==> src/rtl/ring_osc_freq_meter.sv <==
// Ring-oscillator frequency meter: counts synchronised rising edges of osc_in
// over a fixed window of GATE_CYCLES clk cycles and holds the result with a valid flag.
module ring_osc_freq_meter #(
  parameter int GATE_CYCLES = 1024,
  parameter int CNT_W       = 16,
  parameter int SYNC_STAGES = 2
) (
  input  logic             clk,
  input  logic             rst_n,
  input  logic             ena,
  input  logic             osc_in,
  input  logic             start,
  output logic             busy,
  output logic             valid,
  output logic [CNT_W-1:0] count,
  output logic             overflow
);

  localparam int WIN_W = (GATE_CYCLES > 1) ? $clog2(GATE_CYCLES) : 1;
  localparam logic [WIN_W-1:0] WIN_INIT = WIN_W'(GATE_CYCLES - 1);

  typedef enum logic [1:0] {
    IDLE = 2'd0,
    GATE = 2'd1,
    DONE = 2'd2
  } state_t;

  state_t                 state;
  logic [SYNC_STAGES-1:0] sync;
  logic                   history;
  logic                   rise;
  logic [WIN_W-1:0]       win;
  logic [CNT_W-1:0]       acc;
  logic                   overflow_acc;

  // Synchroniser and history run in every state so a gate never starts on a fake edge.
  always_ff @(posedge clk or negedge rst_n) begin
    if (!rst_n) begin
      sync    <= '0;
      history <= 1'b0;
    end else begin
      sync    <= {sync[SYNC_STAGES-2:0], osc_in};
      history <= sync[SYNC_STAGES-1];
    end
  end

  assign rise = sync[SYNC_STAGES-1] & ~history;

  always_ff @(posedge clk or negedge rst_n) begin
    if (!rst_n) begin
      state        <= IDLE;
      busy         <= 1'b0;
      valid        <= 1'b0;
      count        <= '0;
      overflow     <= 1'b0;
      win          <= '0;
      acc          <= '0;
      overflow_acc <= 1'b0;
    end else if (!ena) begin
      state <= IDLE;
      busy  <= 1'b0;
    end else begin
      case (state)
        IDLE: begin
          if (start) begin
            acc          <= '0;
            overflow_acc <= 1'b0;
            win          <= WIN_INIT;
            valid        <= 1'b0;
            busy         <= 1'b1;
            state        <= GATE;
          end
        end
        GATE: begin
          if (rise) begin
            if (acc == '1) overflow_acc <= 1'b1;
            else           acc          <= acc + CNT_W'(1);
          end
          if (win == '0) state <= DONE;
          else           win   <= win - WIN_W'(1);
        end
        DONE: begin
          count    <= acc;
          overflow <= overflow_acc;
          valid    <= 1'b1;
          busy     <= 1'b0;
          state    <= IDLE;
        end
        default: begin
          busy  <= 1'b0;
          state <= IDLE;
        end
      endcase
    end
  end

endmodule

==> config.mk <==
export PLATFORM = sky130hd
export DESIGN_NAME = ring_osc_freq_meter
export DESIGN_NICKNAME = d
export VERILOG_FILES = /design/src/rtl/ring_osc_freq_meter.sv
export SDC_FILE = /design/constraint.sdc
export NUM_CORES = 1
export LEC_CHECK = 0
export BUFFER_PORTS_ARGS = -buffer_cell sky130_fd_sc_hd__buf_2
export CAP_MARGIN = 25
export CORE_AREA = 2 2 84 86
export DETAILED_ROUTE_END_ITERATION = 10
export DIE_AREA = 0 0 86 88
export GPL_ROUTABILITY_DRIVEN = 1
export GPL_TIMING_DRIVEN = 0
export PLACE_DENSITY_LB_ADDON = 0.3
export SLEW_MARGIN = 20
export SYNTH_ARGS = -nofsm -noshare
export SYNTH_HDL_FRONTEND = slang
export SYNTH_SLANG_ARGS = --single-unit
export TNS_END_PERCENT = 5
==> constraint.sdc <==
create_clock -name clk -period 2.3 [get_ports clk]
set_input_delay 0.23 -clock clk [delete_from_list [all_inputs] [get_ports clk]]
set_output_delay 0.23 -clock clk [all_outputs]
set_load 0.1 [all_outputs]
==> results.toml <==
[global_routing]
grt_pass1_wl_um = 9300
globalRoute.totalOverflow = 0
grt_max_degree = 52
grt_pass1_vias = 1819
grt_usage = 0.158
antenna_found_initial = 0

[floorplan]
fp.dieW_um = 86
ioPinCount = 24
placement_rows = 30
core_sq_um = 6640
die_h_um = 88
start_util = 0.371
dieArea_sq_um = 7570

[yosys]
synth_top_area_frac = 0.518
synth-edff-count = 0
yosys.area.top_type = "dfrtp_1"
synth_nets = 244
yosysSeqAreaShare = 0.518
synth_compound_area_frac = 0.157
netlist_area_sq_um = 2460
synth_cell_types = 51
synth-simple-area-share = 0.216
synth_top_family_by_area = "simple AND/OR/NAND/NOR gates"
synth.most_common_cell = "dfrtp_1"
yosys_warnings = 0
synthArstFlopShare = 1.00
syn_avg_cell_area_sq_um = 10.4
synthAdderAreaFrac = 0.0102
ys.flop_type = "dfrtp_1"
synthTopCellsByArea = "dfrtp_1 52%, mux2_2 5.5%, nand3_1 2.8%"
yosys-top-cells-count = "51 x dfrtp_1, 18 x nand2_1, 14 x nand3_1"
synthCells = 237
yosys_register_bits = 51
synth_mux_area_frac = 0.0630
synthXorXnorAreaFrac = 0.00356

[cts]
cts_tree = "done"
numClockSinks = 51
cts_buffers = 5
cts_setup_buffers = 0
clk_latency_ns = 0.30
htreeDepth = 2
path_clk_slew_ns = 0.09
cts_buffer_depth = 2
root_buffer = "clkbuf_8"

[power]
p_leak_nw = 1.20
powerDensity_nw_per_um2 = 600
power.total_w = 0.00168
irDropWorstVdd_v = 0.000242

[timing]
fin_hold_ws_ns = 0.0298
final-hold-violation-count = 0
tightest_slew_ns = 0.719
finalSetupTns_ns = 0
min_period_ns = 2.18
final-setup-viol-count = 0
fmax_mhz = 459
rsz0062_at_grt = "no"
slew_viol_final = 0
relSlewSlack = 0.517
finalClockSkew_ns = 0.00760
fin_crit_sh = 0.948

[status]
run_status = "completed"

[detailed_routing]
drc_errors = 0
ant_nets = 0
avgRoutedWirePerCell_um = 15.6
first_pass_iters = 5
drt_wl_total_um = 5400
via_count = 1940
drt-initial-drc-count = 241
vias_per_cell = 5.59

[worst_setup_path]
worst-endpoint-arrival_ns = 2.38
crit_fanout = 7
crit_path_end_kind = "register"
cp_data_required_time_ns = 2.50
worstSetupPathType = "reg2reg"
worstSetupStartpointType = "register"

[finish]
syn_to_final_growth_pct = 13.6
nFillCells = 661
multiInputGateArea_sq_um = 1140
diodes = 0
layout.nets = 275
regArea_sq_um = 1280
drive_gt1_frac = 0.199

[placed_design]
io_buffers = 23
hpwlAfterDp_um = 3680
finalWeightedCongestion = 0.895

[worst_hold_path]
worstHoldPathType = "in2reg"

[job]
cap_violations = 0
-- cells by family after synthesis --
group / after synthesis
simple gates: 93
fa+ha+maj: 2
flops: 51
mux: 14
buf+inv: 20
xor+xnor: 1
compound gates: 56
-- routing by layer --
metal | track usage | part of all wire
met1 | 0.227 | 0.50
met2 | 0.230 | 0.44
met3 | 0.0405 | 0.043
met4 | 0.0548 | 0.016
met5 | 0 | 0
-- worst max-delay path, stage by stage, from the launching register on --
cell,delay [ns]
dfrtp_1,0.41
or4_1,0.50
buf_2,0.18
or4_4,0.52
a311o_1,0.36
o31a_1,0.10
-- metrics by stage --
step | setup slack [ns] | cell area (sq um) | util | std cells
floorplan | 0.219 | 2460 | - | 237
global placement | 0.00132 | 2680 | 0.403 | 340
detailed placement | 0.00114 | 2680 | 0.404 | 340
CTS | 0.00228 | 2780 | 0.418 | 347
global route | 0.0174 | 2800 | 0.421 | 347
finish | 0.120 | 2800 | 0.421 | 347
-- state kept, by name, summed over array words and instances (netlist names) --
register      count
acc              16
busy              1
count            16
history           1
overflow          1
overflow_acc      1
state             2
sync              2
valid             1
win              10
-- power by group --
group	switching (W)	internal, W	total [W]
Clock	0.000278	0.000204	0.000482
Sequential	0.0000551	0.000945	0.00100
Combinational	0.000126	0.0000707	0.000197
-- final cells by class --
cell class                      count  share of cell area
Buffer                             10              0.0148
Clock buffer                        6              0.0259
Inverter                           10              0.0134
Multi-Input combinational cell    166               0.408
Sequential cell                    51               0.456
Tap cell                           80              0.0358
Timing Repair Buffer               24              0.0456
-- layout by cell type, fill, tap and decap left out, drive strengths merged, types with 6 or more instances in the layout --
cell	count
a21oi	7
buf	25
clkbuf	14
dfrtp	51
inv	10
mux2	12
nand2	18
nand2b	7
nand3	14
nand4	6
nor2	8
nor4	8
o21ai	16
or4	7
-- what timing repair did --
| item | 4_1_cts | 5_1_grt |
|---|---|---|
| gates resized for setup | 2 | 5 |
| hold buffers | 1 | 0 |
| setup endpoints to repair | 5 | 14 |
| endpoints found under the hold margin | 51 | 0 |
| pin swaps | 0 | 1 |
-- final timing paths --
kind,startpoint,end,slack (ns),cells after the start
max,win[6]$_DFFE_PN0P_,win[5]$_DFFE_PN0P_,0.12,5
min reg2reg,sync[0]$_DFF_PN0_,sync[1]$_DFF_PN0_,0.35,0
min,osc_in,sync[0]$_DFF_PN0_,0.03,1
min in group asynchronous,rst_n,acc[7]$_DFFE_PN0P_,0.49,2
max reg2reg,win[6]$_DFFE_PN0P_,win[5]$_DFFE_PN0P_,0.12,5
max in group asynchronous,rst_n,sync[1]$_DFF_PN0_,1.35,2
No activity file was read; power rests on OpenSTA's default activity.
